**src/rtl/main_control_fsm.sv**
```systemverilog
// Multicycle processor main control FSM: sequences fetch/decode/execute,
// waits on the memory handshake with a timeout, and latches a sticky fault.
module main_control_fsm #(
  parameter int unsigned TIMEOUT = 15
) (
  input  logic       clk,
  input  logic       reset,
  input  logic [6:0] Opcode,
  input  logic       MemReady,
  output logic       PCWrite,
  output logic       PCWriteCond,
  output logic       IorD,
  output logic       MemRead,
  output logic       MemWrite,
  output logic       IRWrite,
  output logic       MemtoReg,
  output logic       RegWrite,
  output logic       ALUSrcA,
  output logic [1:0] ALUSrcB,
  output logic [1:0] ALUOp,
  output logic       PCSource,
  output logic       Fault,
  output logic [1:0] FaultCause,
  output logic [3:0] State
);

  typedef enum logic [3:0] {
    FETCH    = 4'd0,
    DECODE   = 4'd1,
    MEMADR   = 4'd2,
    MEMREAD  = 4'd3,
    MEMWB    = 4'd4,
    MEMWRITE = 4'd5,
    EXECUTE  = 4'd6,
    ALUWB    = 4'd7,
    BRANCH   = 4'd8,
    ERROR    = 4'd9
  } state_t;

  localparam logic [6:0] OP_LOAD  = 7'b0000011;
  localparam logic [6:0] OP_STORE = 7'b0100011;
  localparam logic [6:0] OP_RTYPE = 7'b0110011;
  localparam logic [6:0] OP_BR    = 7'b1100011;
  localparam logic [7:0] TMO      = 8'(TIMEOUT);

  localparam logic [1:0] C_ILLEGAL = 2'b01;
  localparam logic [1:0] C_TIMEOUT = 2'b10;

  state_t     state, state_n;
  logic [7:0] wcnt, wcnt_n;
  logic [1:0] cause, cause_n;
  logic       mem_st, tmo;

  assign mem_st     = (state == FETCH) || (state == MEMREAD) || (state == MEMWRITE);
  assign tmo        = (wcnt == TMO);
  assign State      = state;
  assign FaultCause = cause;

  always_comb begin
    state_n     = state;
    cause_n     = cause;
    PCWrite     = 1'b0;
    PCWriteCond = 1'b0;
    IorD        = 1'b0;
    MemRead     = 1'b0;
    MemWrite    = 1'b0;
    IRWrite     = 1'b0;
    MemtoReg    = 1'b0;
    RegWrite    = 1'b0;
    ALUSrcA     = 1'b0;
    ALUSrcB     = 2'b00;
    ALUOp       = 2'b00;
    PCSource    = 1'b0;
    Fault       = 1'b0;
    case (state)
      FETCH: begin
        MemRead = 1'b1;
        ALUSrcB = 2'b01;
        // A completing access beats a timeout in the same cycle.
        if (MemReady) begin
          IRWrite = 1'b1;
          PCWrite = 1'b1;
          state_n = DECODE;
        end else if (tmo) begin
          state_n = ERROR;
          cause_n = C_TIMEOUT;
        end
      end
      DECODE: begin
        ALUSrcB = 2'b11;
        case (Opcode)
          OP_LOAD, OP_STORE: state_n = MEMADR;
          OP_RTYPE:          state_n = EXECUTE;
          OP_BR:             state_n = BRANCH;
          default: begin
            state_n = ERROR;
            cause_n = C_ILLEGAL;
          end
        endcase
      end
      MEMADR: begin
        ALUSrcA = 1'b1;
        ALUSrcB = 2'b10;
        state_n = (Opcode == OP_LOAD) ? MEMREAD : MEMWRITE;
      end
      MEMREAD: begin
        MemRead = 1'b1;
        IorD    = 1'b1;
        if (MemReady) state_n = MEMWB;
        else if (tmo) begin
          state_n = ERROR;
          cause_n = C_TIMEOUT;
        end
      end
      MEMWB: begin
        RegWrite = 1'b1;
        MemtoReg = 1'b1;
        state_n  = FETCH;
      end
      MEMWRITE: begin
        MemWrite = 1'b1;
        IorD     = 1'b1;
        if (MemReady) state_n = FETCH;
        else if (tmo) begin
          state_n = ERROR;
          cause_n = C_TIMEOUT;
        end
      end
      EXECUTE: begin
        ALUSrcA = 1'b1;
        ALUOp   = 2'b10;
        state_n = ALUWB;
      end
      ALUWB: begin
        RegWrite = 1'b1;
        state_n  = FETCH;
      end
      BRANCH: begin
        ALUSrcA     = 1'b1;
        ALUOp       = 2'b01;
        PCWriteCond = 1'b1;
        PCSource    = 1'b1;
        state_n     = FETCH;
      end
      ERROR: Fault = 1'b1;
      default: begin
        state_n = ERROR;
        cause_n = C_ILLEGAL;
      end
    endcase
  end

  // Any state change clears the counter, so entry to a memory state starts at 0.
  always_comb begin
    wcnt_n = wcnt;
    if (state_n != state)                         wcnt_n = 8'd0;
    else if (mem_st && !MemReady && wcnt != 8'hFF) wcnt_n = wcnt + 8'd1;
  end

  always_ff @(posedge clk) begin
    if (reset) begin
      state <= FETCH;
      wcnt  <= 8'd0;
      cause <= 2'b00;
    end else begin
      state <= state_n;
      wcnt  <= wcnt_n;
      cause <= cause_n;
    end
  end

endmodule

```
**config.mk**
```make
export PLATFORM = sky130hd
export DESIGN_NAME = main_control_fsm
export DESIGN_NICKNAME = d
export VERILOG_FILES = /design/src/rtl/main_control_fsm.sv
export SDC_FILE = /design/constraint.sdc
export NUM_CORES = 1
export LEC_CHECK = 0
export ABC_AREA = 1
export ABC_CLOCK_PERIOD_IN_PS = 1600
export CAP_MARGIN = 40
export CORE_UTILIZATION = 42
export DETAILED_ROUTE_END_ITERATION = 16
export PLACE_DENSITY = 0.75
export SETUP_SLACK_MARGIN = 0.1
export SKIP_LAST_GASP = 1
export SYNTH_ARGS = -nofsm -noshare
export SYNTH_HDL_FRONTEND = slang
export SYNTH_SLANG_ARGS = --single-unit
export TNS_END_PERCENT = 10
```
**constraint.sdc**
```tcl
create_clock -name clk -period 1.6 [get_ports clk]
set_input_delay 0.48 -clock clk [delete_from_list [all_inputs] [get_ports clk]]
set_output_delay 0.48 -clock clk [all_outputs]
set_load 0.01 [all_outputs]
```
Word level (Yosys, flattened, before mapping):

Index checks and enable logic that the tools add are counted.

* flip-flop bits (word level): 14
* word-level logic and storage cells: 64

* bitwise operators: 1
* multiplexer cells: 23
* add/sub/neg operators: 1
* eq/ne operators: 19
* reductions and logical operators: 17

Operators with widths (count)
* 4-bit case mux with 8 select lines: 1
* 4-bit by 3-bit == test with 1-bit output (second input constant): 4
* 4-bit two-way mux: 4
* 7-bit by 6-bit == test with 1-bit output (second input constant): 2
* 2-bit case mux with 3 select lines: 2
* 4-bit case mux with 3 select lines: 1
* 1-bit two-way mux: 10
* 2-bit OR reduction: 5
* 3-bit OR reduction: 3
* 8-bit by 1-bit adder with 8-bit output (second input constant): 1
* 4-bit by 2-bit == test with 1-bit output (second input constant): 2
* 4-bit == test (second input constant): 2
* 8-bit by 4-bit == test with 1-bit output (second input constant): 1
* 8-bit inequality test (second input constant): 1
* 7-bit by 2-bit == test with 1-bit output (second input constant): 1
* 7-bit == test (second input constant): 1
* 2-bit two-way mux: 3
* 6-bit OR reduction: 1
* 4-bit by 1-bit == test with 1-bit output (second input constant): 1
* 4-bit zero test: 1
* 2-bit inequality test (second input constant): 2
* 4-bit inequality test: 1
* 2-bit case mux with 2 select lines: 1
* 4-bit AND reduction: 1
* 7 further kinds: 9

Logic depth before layout (Yosys ltp):

Gate-level depths: netlist (run 1).

* depth after elaboration: 6
* gate-level depth with buffers: 14
* gate-level depth less buffers: 13

Worst setup path before layout (run 1):

OpenSTA, ideal clock, no wires.

* path kind: register to output
* from: reg state[2] (netlist: State[2])
* to: out PCWrite
* cell stages (with the launch flop): 6
* path buffers: 2
* data required time: 1.120 ns
* setup slack: -0.060 ns
* data arrival time: 1.180 ns
* cell sequence: dfxtp_1 > buf_6 > nor2_2 > nand2_1 > nor2_1 > buf_4

* cells in the longest elaborated chain, start to end: 2

RTL lines
* from (decl): line 49 `state_t state, state_n;`
* from (signal assigned): line 166 `state <= state_n;`
* 4-bit zero test
* 1-bit two-way mux
* to (decl): line 10 `output logic PCWrite,`

No other way between the ends.

Worst setup path after layout (run 1):

* from: reg state[3] (netlist: State[3])
* to: reg wcnt[7]

* cells in the longest elaborated chain, start to end: 5
* elaborated cells on any way between the ends: 22

RTL lines
* 4-bit == test, or another cell as far along: line 75 `case (state)`
* 3-bit OR reduction (no source line), or another cell as far along
* 4-bit case mux with 8 select lines / 1-bit logical OR (equally long branches): line 75, 54
* 4-bit inequality test / 1-bit logical AND (equally long branches): line 156, 157
* 2-bit OR reduction (no source line) / 1-bit logical AND (equally long branches)
* to (signal assigned): line 167 `wcnt <= wcnt_n;`
* to (decl): line 50 `logic [7:0] wcnt, wcnt_n;`

Several ways; a longest one is shown, not always the timed one.
A chain may end at the register's enable or synchronous reset.

==> impl_metrics.json, run 1 <==
{
  "firstDrtPassIters": 4,
  "hold_path_class": "reg -> reg",
  "final_cell_mix": "sky130_fd_sc_hd__buf_4, sky130_fd_sc_hd__nand2_1, sky130_fd_sc_hd__inv_1",
  "clock_tree.buffer_depth": 2,
  "vias": 1511,
  "yosysSeqAreaShare": 0.258,
  "worstPathArrival_ns": 2.06,
  "worst_ep_required_time_ns": 1.83,
  "syn_nets": 185,
  "routedWlPerCell_um": 14.7,
  "critical_path_class": "reg -> reg",
  "maxCapViolCount": 0,
  "fin_worst_skew_ns": 0.00876,
  "post_synth_edffs": 0,
  "crit_slowest_cell": "sky130_fd_sc_hd__dfxtp_4",
  "antennaDiodeCount": 0,
  "detailedPlacementHpwl_um": 2540,
  "timing.critical_path.mode_cell": "sky130_fd_sc_hd__nand2_1",
  "timing.fmax_mhz": 545,
  "synth.avg_cell_area_um2": 6.25,
  "grt_usage": 0.257,
  "layout_cell_area_excl_fill_um2": 1970,
  "final_ws_setup_ns": -0.235,
  "hold_buf_count_cts": 0,
  "fin_nets": 265,
  "buffer_ports.inserted": 30,
  "placedInstanceArea_um2": 1710,
  "ys_ff_latch": 14,
  "ys_warn_count": 0,
  "fin_crit_ns": 1.84,
  "cts_inserted_buffers": 3,
  "setup_tns_ns": -4.26,
  "timing.final.crit_share": 1.15,
  "antenna_violating_nets_post_route": 0,
  "path_cells": "inv_2 > nor2_2 > buf_4 > nand2_1 > buf_4 > nand3_1 > nor2_1 > nand2_2 > inv_2 > nand2_1 > nand2_1 > nand2_1 > nor2_2 > nand2_4 > nor2_1",
  "clk_latency_ns": 0.29,
  "gp_congestion": 0.875,
  "kind_of_end_point_of_the_critical_path": "register",
  "multiInputGateArea_um2": 827,
  "async_reset_ff_frac": 0,
  "maximum_ir_drop_on_the_vdd_rail_uv": 881,
  "route.detailed.vias_per_inst": 5.34,
  "netlist_instances": 174,
  "top_level_ports": 31,
  "cpPeakStageDelay_ns": 0.38,
  "placementRows": 18,
  "total_of_endpoints_with_negative_setup_slack_in_the_final_report": 31,
  "cts_root_buf": "sky130_fd_sc_hd__clkbuf_4",
  "core_region_area_um2": 2450,
  "ff_latch_area_um2": 295,
  "syn-cell-area_um2": 1090,
  "area_growth_pct": 81.5,
  "pin_count_of_the_biggest_net_entering_global_routing": 9,
  "postRouteWirelength_um": 4160,
  "leakage_power_nw": 1.05,
  "timing.critical_path.fanout_max": 8,
  "hold_viol_final": 0,
  "fp.dieArea_um2": 2800,
  "placement.setup.worst_slack_ns": -0.585,
  "ctsHtreeMaxLevel": 1,
  "filler_cell_count": 162,
  "cts.sink_count": 14,
  "synth_top_flop_cell": "sky130_fd_sc_hd__dfxtp_1",
  "max_slew.worst_pin.slew_ns": 0.242,
  "number_of_antenna_violations_at_the_first_check_in_global_routing": 0,
  "layout-drive-gt1-share": 0.482,
  "critical-path-top-delay-family": "simple AND/OR/NAND/NOR gates",
  "cellPowerDensity_nw_per_um2": 950,
  "number_of_global_route_vias_before_repair": 1335,
  "cts_tree": "done",
  "design_power_total_w": 0.00188,
  "grt_pass1_wl_um": 5250,
  "slew_violations": 0,
  "violations": "negative setup slack",
  "run_status": "finished with violations",
  "drt_first_iter_violations": 42,
  "timing.critical_path.buf_inv": 4,
  "initial_util": 0.443,
  "start_kind": "register",
  "chipWidth_um": 52.9,
  "drcViolationCount": 0,
  "ys_types": 27,
  "chipHeight_um": 52.9,
  "reg_clk_slew_reported_paths_ns": 0.09,
  "most_frequent_standard_cell_in_the_layout_excluding_fill_and_tap_cells": "sky130_fd_sc_hd__buf_4",
  "global_route.overflow_total": 0,
  "slew-limit-headroom": 0.837,
  "grt_setup_unrepaired": "yes"
}
per-stage QoR:
step	instances	hold slack (ns)	utilization
after floorplan	174	0.477	-
after global placement	270	0.444	0.698
after detailed placement	270	0.450	0.698
after CTS	281	0.463	0.746
after global routing	283	0.507	0.804
final	283	0.480	0.804
report_power, final:
part	internal [W]	switching, W
logic	0.000571	0.000611
clock network	0.000139	0.000123
registers	0.000389	0.0000425
worst min-delay path, cell delays in order (launching register included):
cell                      delay (ns)
sky130_fd_sc_hd__dfxtp_1        0.32
sky130_fd_sc_hd__nand2_1        0.07
sky130_fd_sc_hd__a21oi_1        0.05
synthesized netlist by cell type, types with 2 or more instances:
master                    number  area [um^2]
sky130_fd_sc_hd__a21oi_1       8         40.0
sky130_fd_sc_hd__buf_4         2         15.0
sky130_fd_sc_hd__dfxtp_1      14          280
sky130_fd_sc_hd__inv_1        26         97.6
sky130_fd_sc_hd__mux2i_1       2         20.0
sky130_fd_sc_hd__nand2_1      40          150
sky130_fd_sc_hd__nand2_2       4         25.0
sky130_fd_sc_hd__nand3_1      15         75.1
sky130_fd_sc_hd__nand3_4       2         35.0
sky130_fd_sc_hd__nand4_1       6         37.5
sky130_fd_sc_hd__nor2_1       25         93.8
sky130_fd_sc_hd__nor2_2        3         18.8
sky130_fd_sc_hd__nor3_1        6         30.0
sky130_fd_sc_hd__o21ai_0       3         15.0
sky130_fd_sc_hd__xnor2_1       4         35.0
sky130_fd_sc_hd__xor2_1        3         26.3
registers in the layout, indices dropped and copies added (netlist names):
register and flops:
State 4, wcnt 8, FaultCause 2
logic make-up (layout without fill, tap and decap cells):
logic type                 after synthesis  in the layout  synth area share
AOI/OAI and AO/OA                       13             13            0.0633
adders and majority gates                1              1            0.0115
buffers and inverters                   32            111             0.133
and+or+nand+nor                        105            105             0.459
xor gates and xnor gates                 7              7            0.0564
muxes                                    2              2            0.0184
DFF                                     14             14             0.258
timing repair:
item | 4_1_cts | 5_1_grt
gates resized for setup | 82 | 46
pin swaps | 8 | 19
setup endpoints to repair | 34 | 34
setup buffers | 7 | 2
cell type report:
| class | instances | area share |
|---|---|---|
| Clock buffer | 4 | 0.0184 |
| Inverter | 28 | 0.0552 |
| Multi-Input combinational cell | 128 | 0.419 |
| Sequential cell | 14 | 0.150 |
| Tap cell | 30 | 0.0190 |
| Timing Repair Buffer | 79 | 0.339 |
path summary, 6_finish.rpt:
| check | start | to | slack, ns | cells after the start |
|---|---|---|---|---|
| worst min register to register | FaultCause[1] | FaultCause[1] | 0.48 | 2 |
| worst max register to register | State[3] | wcnt[7] | -0.24 | 15 |
| worst max-delay path | State[3] | wcnt[7] | -0.24 | 15 |
| worst min-delay path | FaultCause[1] | FaultCause[1] | 0.48 | 2 |
per-layer routing:
layer | vias up | track usage | share of wire
met5 | - | 0 | 0
li1 | 709 | - | -
met3 | 24 | 0.0172 | 0.044
met2 | 71 | 0.523 | 0.56
met1 | 707 | 0.256 | 0.35
met4 | 0 | 0.118 | 0.044
No activity file was read; power rests on OpenSTA's default activity.
==> run 2: changes to the inputs <==
--- a/config.mk
+++ b/config.mk
@@ -13,6 +13,7 @@
 export PLACE_DENSITY = 0.75
 export SETUP_SLACK_MARGIN = 0.1
 export SKIP_LAST_GASP = 1
+export SLEW_MARGIN = 20
 export SYNTH_ARGS = -nofsm -noshare
 export SYNTH_HDL_FRONTEND = slang
 export SYNTH_SLANG_ARGS = --single-unit
==> results of run 2 <==
The final DEF is identical to that of run 1; final timing and power are the same.
==> run 3: changes to the inputs <==
--- a/config.mk
+++ b/config.mk
@@ -8,8 +8,10 @@
 export ABC_AREA = 1
 export ABC_CLOCK_PERIOD_IN_PS = 1600
 export CAP_MARGIN = 40
+export CORE_MARGIN = 2
 export CORE_UTILIZATION = 42
 export DETAILED_ROUTE_END_ITERATION = 16
+export GPL_TIMING_DRIVEN = 0
 export PLACE_DENSITY = 0.75
 export SETUP_SLACK_MARGIN = 0.1
 export SKIP_LAST_GASP = 1
==> impl_metrics.json, run 3 (synthesized netlist as in run 1, its figures left out) <==
{
  "run_status": "finished with violations",
  "violations": "negative setup slack",
  "placementRows": 18,
  "timing.critical_path.buf_inv": 3,
  "maxCapViolCount": 0,
  "ctsHtreeMaxLevel": 1,
  "chipHeight_um": 54.9,
  "maximum_ir_drop_on_the_vdd_rail_uv": 685,
  "max_slew.worst_pin.slew_ns": 0.505,
  "top_layer_used": "met4",
  "fin_worst_skew_ns": 0.0114,
  "area_growth_pct": 69.3,
  "chipWidth_um": 54.9,
  "number_of_antenna_violations_at_the_first_check_in_global_routing": 0,
  "path_cells": "clkbuf_16 > buf_4 > nor3_1 > clkdlybuf4s15_1",
  "wl_met3_um": 198,
  "fin_crit_ns": 1.89,
  "initial_util": 0.443,
  "detailedPlacementHpwl_um": 2200,
  "grt_setup_unrepaired": "yes",
  "layout-drive-gt1-share": 0.411,
  "setup_tns_ns": -6.67,
  "timing.final.crit_share": 1.18,
  "clk_latency_ns": 0.28,
  "number_of_global_route_vias_before_repair": 1305,
  "crit_slowest_cell": "sky130_fd_sc_hd__dfxtp_4",
  "final_cell_mix": "sky130_fd_sc_hd__nand2_1, sky130_fd_sc_hd__buf_4, sky130_fd_sc_hd__inv_1, sky130_fd_sc_hd__nand3_1",
  "start_kind": "register",
  "hold-worst-slack_ns": 0.493,
  "vias": 1379,
  "antenna_violating_nets_post_route": 0,
  "cts_tree": "done",
  "firstDrtPassIters": 4,
  "cpPeakStageDelay_ns": 0.36,
  "buffer_ports.inserted": 30,
  "core_region_area_um2": 2450,
  "reg_clk_slew_reported_paths_ns": 0.09,
  "worstPathArrival_ns": 1.41,
  "slew-limit-headroom": 0.661,
  "postRouteWirelength_um": 3600,
  "placement.setup.worst_slack_ns": -0.820,
  "hold_path_class": "reg -> reg",
  "most_frequent_standard_cell_in_the_layout_excluding_fill_and_tap_cells": "sky130_fd_sc_hd__nand2_1",
  "fp.dieArea_um2": 3010,
  "route.detailed.vias_per_inst": 5.28,
  "leakage_power_nw": 0.955,
  "design_power_total_w": 0.00164,
  "cellPowerDensity_nw_per_um2": 892,
  "cts.sink_count": 14,
  "post-place-cells": 234,
  "layoutNonFillerInstCount": 261,
  "hold_viol_final": 0,
  "total_of_endpoints_with_negative_setup_slack_in_the_final_report": 31,
  "gp_congestion": 0.879,
  "largest_register": "wcnt",
  "antennaDiodeCount": 0,
  "cts_inserted_buffers": 3,
  "fin_nets": 243,
  "pin_count_of_the_biggest_net_entering_global_routing": 9,
  "largest_register_ffs": 8,
  "dr_wl_met2_um": 1890,
  "hold_buf_count_cts": 0,
  "grt_usage": 0.252,
  "final_ws_setup_ns": -0.290,
  "routedWlPerCell_um": 13.8,
  "critical_path_class": "reg -> out",
  "worst_ep_required_time_ns": 1.12,
  "timing.fmax_mhz": 529,
  "timing.critical_path.fanout_max": 5,
  "m1WireLength_um": 1330,
  "critical-path-top-delay-family": "buffers and inverters",
  "slew_violations": 0,
  "kind_of_end_point_of_the_critical_path": "primary output",
  "top_level_ports": 31,
  "drt_first_iter_violations": 29,
  "cts_root_buf": "sky130_fd_sc_hd__clkbuf_4",
  "clock_tree.buffer_depth": 2,
  "global_route.overflow_total": 0,
  "drcViolationCount": 0,
  "grt_pass1_wl_um": 5510
}
==> run 3: cell count changes in the layout (fill, tap and decap cells not counted), moves of 3 or more <==
cell | previous run | this run
sky130_fd_sc_hd__buf_4 | 42 | 23
sky130_fd_sc_hd__buf_2 | 7 | 2
sky130_fd_sc_hd__buf_6 | 11 | 4
sky130_fd_sc_hd__clkdlybuf4s50_1 | 4 | 7
==> run 3: power by group <==
group | switching [W] | total, W | internal (W)
clock network | 0.000112 | 0.000250 | 0.000138
registers | 0.0000386 | 0.000430 | 0.000391
logic | 0.000543 | 0.000962 | 0.000419
==> run 3: through the flow <==
stage / cell area (um^2) / util
floorplan: 1110 / -
global placement: 1450 / 0.592
detailed placement: 1450 / 0.592
CTS: 1690 / 0.688
finish: 1840 / 0.750
global route: 1840 / 0.750
==> run 3: path summary, 6_finish.rpt <==
kind / start / to / slack [ns] / cells after the start
hold / removal: FaultCause[0] / FaultCause[0] / 0.49 / 2
setup reg to reg: State[1] / wcnt[7] / -0.27 / 13
hold reg to reg: FaultCause[0] / FaultCause[0] / 0.49 / 2
setup / recovery: State[1] / ALUSrcB[0] / -0.29 / 4
==> run 3: worst reg2reg max path, delay by kind of cell (launching register included) <==
family / cells / cell delay (ns)
DFF: 1 / 0.36
AOI/OAI and AO/OA: 1 / 0.16
buffers and inverters: 3 / 0.39
and+or+nand+nor: 9 / 0.89
==> run 3: what timing repair did <==
item | 4_1_cts | 5_1_grt
pin swaps | 8 | 21
buffers inserted | 19 | 4
resized for setup | 56 | 51
setup endpoints to repair | 31 | 35
cloned | 0 | 0
==> run 3: cell type report <==
class / count / area, um^2
Buffer: 4 / 55.1
Clock buffer: 4 / 36.3
Fill cell: 189 / 614
Inverter: 28 / 110
Multi-Input combinational cell: 128 / 833
Sequential cell: 14 / 294
Tap cell: 30 / 37.5
Timing Repair Buffer: 53 / 474
==> run 3: per-layer routing <==
metal,GRT usage,up-vias
li1,-,669
met1,0.261,627
met2,0.486,64
met3,0.0355,19
met4,0.121,0
met5,0,-
==> RTL change 1 (config.mk and constraints of run 2) <==
Put a register stage on the output `Fault`. The value now appears one clock later. The other outputs are not delayed to match.
--- a/src/rtl/main_control_fsm.sv
+++ b/src/rtl/main_control_fsm.sv
@@ -47,4 +47,6 @@
   localparam logic [1:0] C_TIMEOUT = 2'b10;
 
+  logic Fault_d;
+
   state_t     state, state_n;
   logic [7:0] wcnt, wcnt_n;
@@ -72,5 +74,5 @@
     ALUOp       = 2'b00;
     PCSource    = 1'b0;
-    Fault       = 1'b0;
+    Fault_d     = 1'b0;
     case (state)
       FETCH: begin
@@ -143,5 +145,5 @@
         state_n     = FETCH;
       end
-      ERROR: Fault = 1'b1;
+      ERROR: Fault_d = 1'b1;
       default: begin
         state_n = ERROR;
@@ -170,4 +172,8 @@
   end
 
+  always_ff @(posedge clk) begin
+    Fault <= Fault_d;
+  end
+
 endmodule
 
Formal check against the unedited RTL: not equivalent (Yosys sat finds a counterexample within 4 cycles, from zero or initial values and one cycle with reset high).
==> RTL change 1 against run 2 <==
The run still ends with setup timing left; area after synthesis up 9.2%; clock skew down 0.77 ps; wire length up 7.4%; sequential share of layout area up 0.37 points; fmax down 2.3%; setup slack worse by 43 ps; die area up 8.8%; synthesized cell count up 4.6%; count of clock-buffer cells in the layout down 1; total power down 18%; design area up 4.2%; worst hold slack worse by 9.7 ps; global-route usage up 2.0 points; sequential cell count up 1; critical path type is now reg -> out.
==> RTL change 1: results (changes against run 2) <==
final_layout:
  buffer_area_share_pct: 31.0  # -2.8 points
  drive_above_1_share_pct: 49.4  # +1.2 points
  fin_nets: 271  # +2.3%
  clock_cell_area_share_pct: 1.34  # -0.50 points
  signal_buffers: 76  # -3.8%
  n_clock_buffer: 3  # -1
  inverters: 34  # +21%
  multiInputGateArea_sq_um: 905  # +9.4%
  n_fill_cell: 164  # +1.2%
  multi_input_gates: 130  # +1.6%
critical_path:
  rr_worst_depth: 11  # -4
  cp.arrival_ps: 1400  # -660 ps
  critical_path.max_fanout: 4  # -4
  cp-endpoint: "ALUSrcA"
  regToRegEndpoint: "wcnt[6]$_SDFFE_PP0P_"
  r2r_start: "State[2]$_SDFF_PP0_"
  critPathLaunch: "State[1]$_SDFF_PP0_"
logic_synthesis:
  synth_cell_types: 32  # +19%
  netlist_instances: 182  # +4.6%
  seq_area_frac_synth_pct: 25.3  # -0.49 points
  synth_common_cells: "nand2_1, inv_1, nor2_1, dfxtp_1, nor2_2"
  synth_nets: 193  # +4.3%
  ys_ff_latch: 15  # +1
sta:
  tns_ps: -5440  # -1180 ps
  setup_viol: 28  # -9.7%
  setup_slack_ps: -278  # -43.1 ps
  relSlewSlack_pct: 76.3  # -7.4 points
  finClkSkew_ps: 7.99  # -0.774 ps
clock_network:
  post_cts_resized: 63  # -23%
  cts_post_setup_buffers_inserted: 8  # +1
placement:
  pre_cts_slack_ps: -570  # +14.2 ps
  place.gp.congestion: 0.875  # about the same
  place_inst: 276  # +2.2%
grt:
  grt_usage_pct: 27.7  # +2.0 points
  grt_pass1_vias: 1374  # +2.9%
  globalRouteMet2Util_pct: 50.4  # -1.9 points
  grt_use_met1_pct: 30.9  # +5.4 points
  grt_max_degree: 10  # +1
  grt_pass1_wl_um: 5890  # +12%
routing:
  drtIter0Drc: 50  # +19%
  avgViaCountPerCell: 5.43  # +1.7%
  vias: 1569  # +3.8%
  wl_met2_um: 2350  # +0.90%
  wl_met1_um: 1690  # +16%
  wire_per_inst_um: 15.5  # +5.2%
  route.met3.wl_um: 280  # +53%
pwr:
  p_sw_uw: 638  # -18%
  ir_drop_uv: 924  # +4.8%
  p_leak_nw: 1.03  # -2.1%
  pwr-share-seq_pct: 28.9  # +5.9 points
run_status:
  status: "complete, but fails checks"
  failed_checks: "setup timing"
[RTL change 1: worst max-delay path: stages (launching register included)]
cell	delay [ps]
dfxtp_4	390
inv_1	70
nor2_2	90
buf_4	130
nand2_1	90
nand2_1	110
clkdlybuf4s15_2	220
[RTL change 1: cell families (layout without fill, tap and decap cells)]
| family | count (synthesis) | in the layout | share of synthesized area, % |
|---|---|---|---|
| xor+xnor | 6 | 6 | 4.43 |
| compound gates | 16 | 17 | 8.75 |
| buf+inv | 38 | 114 | 12.9 |
| fa+ha+maj | 1 | 1 | 1.05 |
| flops | 15 | 15 | 25.3 |
| mux | 2 | 2 | 1.69 |
| simple gates | 104 | 104 | 45.9 |
[RTL change 1: metrics by stage]
stage                     area, sq um  total power, mW  hold slack (ps)  util (%)
after detailed placement         1810             1.17              434      70.7
after global routing             2060             1.61              495      80.1
after global placement           1810             1.15              438      70.7
final                            2060             1.54              470      80.1
after floorplan                  1220            0.831              465         -
after CTS                        1930             1.42              460      75.3
==> RTL change 2 (settings of run 2) <==
Without the edit above. `TIMEOUT`: 15 -> 11.
--- a/src/rtl/main_control_fsm.sv
+++ b/src/rtl/main_control_fsm.sv
@@ -2,5 +2,5 @@
 // waits on the memory handshake with a timeout, and latches a sticky fault.
 module main_control_fsm #(
-  parameter int unsigned TIMEOUT = 15
+  parameter int unsigned TIMEOUT = 11
 ) (
   input  logic       clk,
Behaviour: same outputs for any inputs over 10 cycles, from zero or initial values and one cycle with reset high; that may be too few to reach the edited logic, so the function may still have changed.
==> RTL change 2 against run 2 <==
The flow still finishes with violations (setup timing); total power grew 2.6%; design area grew 3.2%; synthesized cell count grew 3.4%; via count grew 5.0%; wire length grew 10%; setup slack lost 85 ps; area after synthesis shrank 0.92%; critical path depth shrank 10; non-clock buffer count shrank 1; sequential cell count is the same; critical path type is now reg -> out; highest routed layer unchanged.
==> RTL change 2: results (changes against run 2) <==
pwr:
  swShare_pct: 41.7  # +0.21 points
  p_seq_uw: 427  # -0.9%
  ir_drop_uv: 890  # +0.98%
  p_leak_nw: 0.989  # -5.7%
  power.share.combinational_pct: 64.2  # +1.2 points
  p_sw_uw: 801  # +3.1%
critical_path:
  rr_worst_depth: 10  # -5
  cp-endpoint: "ALUOp[1]"
  cp.arrival_ps: 1440  # -620 ps
  critical_path.max_fanout: 4  # -4
  regToRegEndpoint: "wcnt[5]$_SDFFE_PP0P_"
  rrSetupSlack_ps: -300  # -60 ps
  r2r_start: "State[1]$_SDFF_PP0_"
worst_hold_path:
  hp-start: "FaultCause[0]$_SDFFE_PP0P_"
  hold_path_end: "FaultCause[0]$_SDFFE_PP0P_"
placement:
  pre_cts_slack_ps: -604  # -19.7 ps
  dpl_cell_area_sq_um: 1700  # -0.80%
logic_synthesis:
  synth_nets: 191  # +3.2%
  yosys-top-cells-area: "dfxtp_1, nand2_1, inv_1, nand3_1, nor2_1"
  avgSynthCellArea_sq_um: 5.98  # -4.2%
  synth_cell_types: 24  # -11%
  synth_common_cells: "nand2_1, inv_1, nor2_1, nand3_1, dfxtp_1"
  seq_area_frac_synth_pct: 26.0  # +0.24 points
run_status:
  failed_checks: "setup timing"
  status: "complete, but fails checks"
sta:
  setup_viol: 32  # +3.2%
  hold_ws_ps: 463  # -16.9 ps
  tns_ps: -7100  # -2830 ps
  setup_slack_ps: -320  # -85.2 ps
  worstMarginPinSlew_ps: 422  # +180 ps
  finClkSkew_ps: 7.22  # -1.54 ps
grt:
  grt_pass1_vias: 1451  # +8.7%
  grt_usage_pct: 29.6  # +3.9 points
  grt_pass1_wl_um: 6040  # +15%
routing:
  avgViaCountPerCell: 5.53  # +3.5%
  drt_pass1_iterations: 6  # +2
final_layout:
  fin_nets: 271  # +2.3%
clock_network:
  post_cts_resized: 81  # -1.2%
## RTL change 2: area by class of cell
type | count | area, sq um
clock buffer | 4 | 36.3
fill | 107 | 283
inverter | 30 | 115
multi-input combinational | 133 | 895
sequential | 14 | 293
tap | 28 | 35.0
timing repair buffer | 78 | 662
## RTL change 2: cells by family (layout without fill, tap and decap cells)
logic type               after synthesis  after routing  synth area share, %
buffers and inverters                 33            112                 13.1
AND/OR/NAND/NOR                      110            110                 46.0
adder cells (fa/ha/maj)                1              1                 1.16
XOR/XNOR                               6              6                 4.88
flip-flops                            14             14                 26.0
AO/OA/AOI/OAI                         16             16                 8.83
## RTL change 2: per-layer routing
metal,wire length (um),track usage [%],vias to the layer above
met2,2330,54.4,87
met3,325,7.54,18
li1,-,-,731
met1,1810,31.9,750
met4,122,11.0,0
met5,0,0,-
## RTL change 2: critical path: cells and delay by family (launching register included)
| family | cells | cell delay [ps] |
|---|---|---|
| flops | 1 | 370 |
| simple gates | 2 | 300 |
| buf+inv | 3 | 490 |
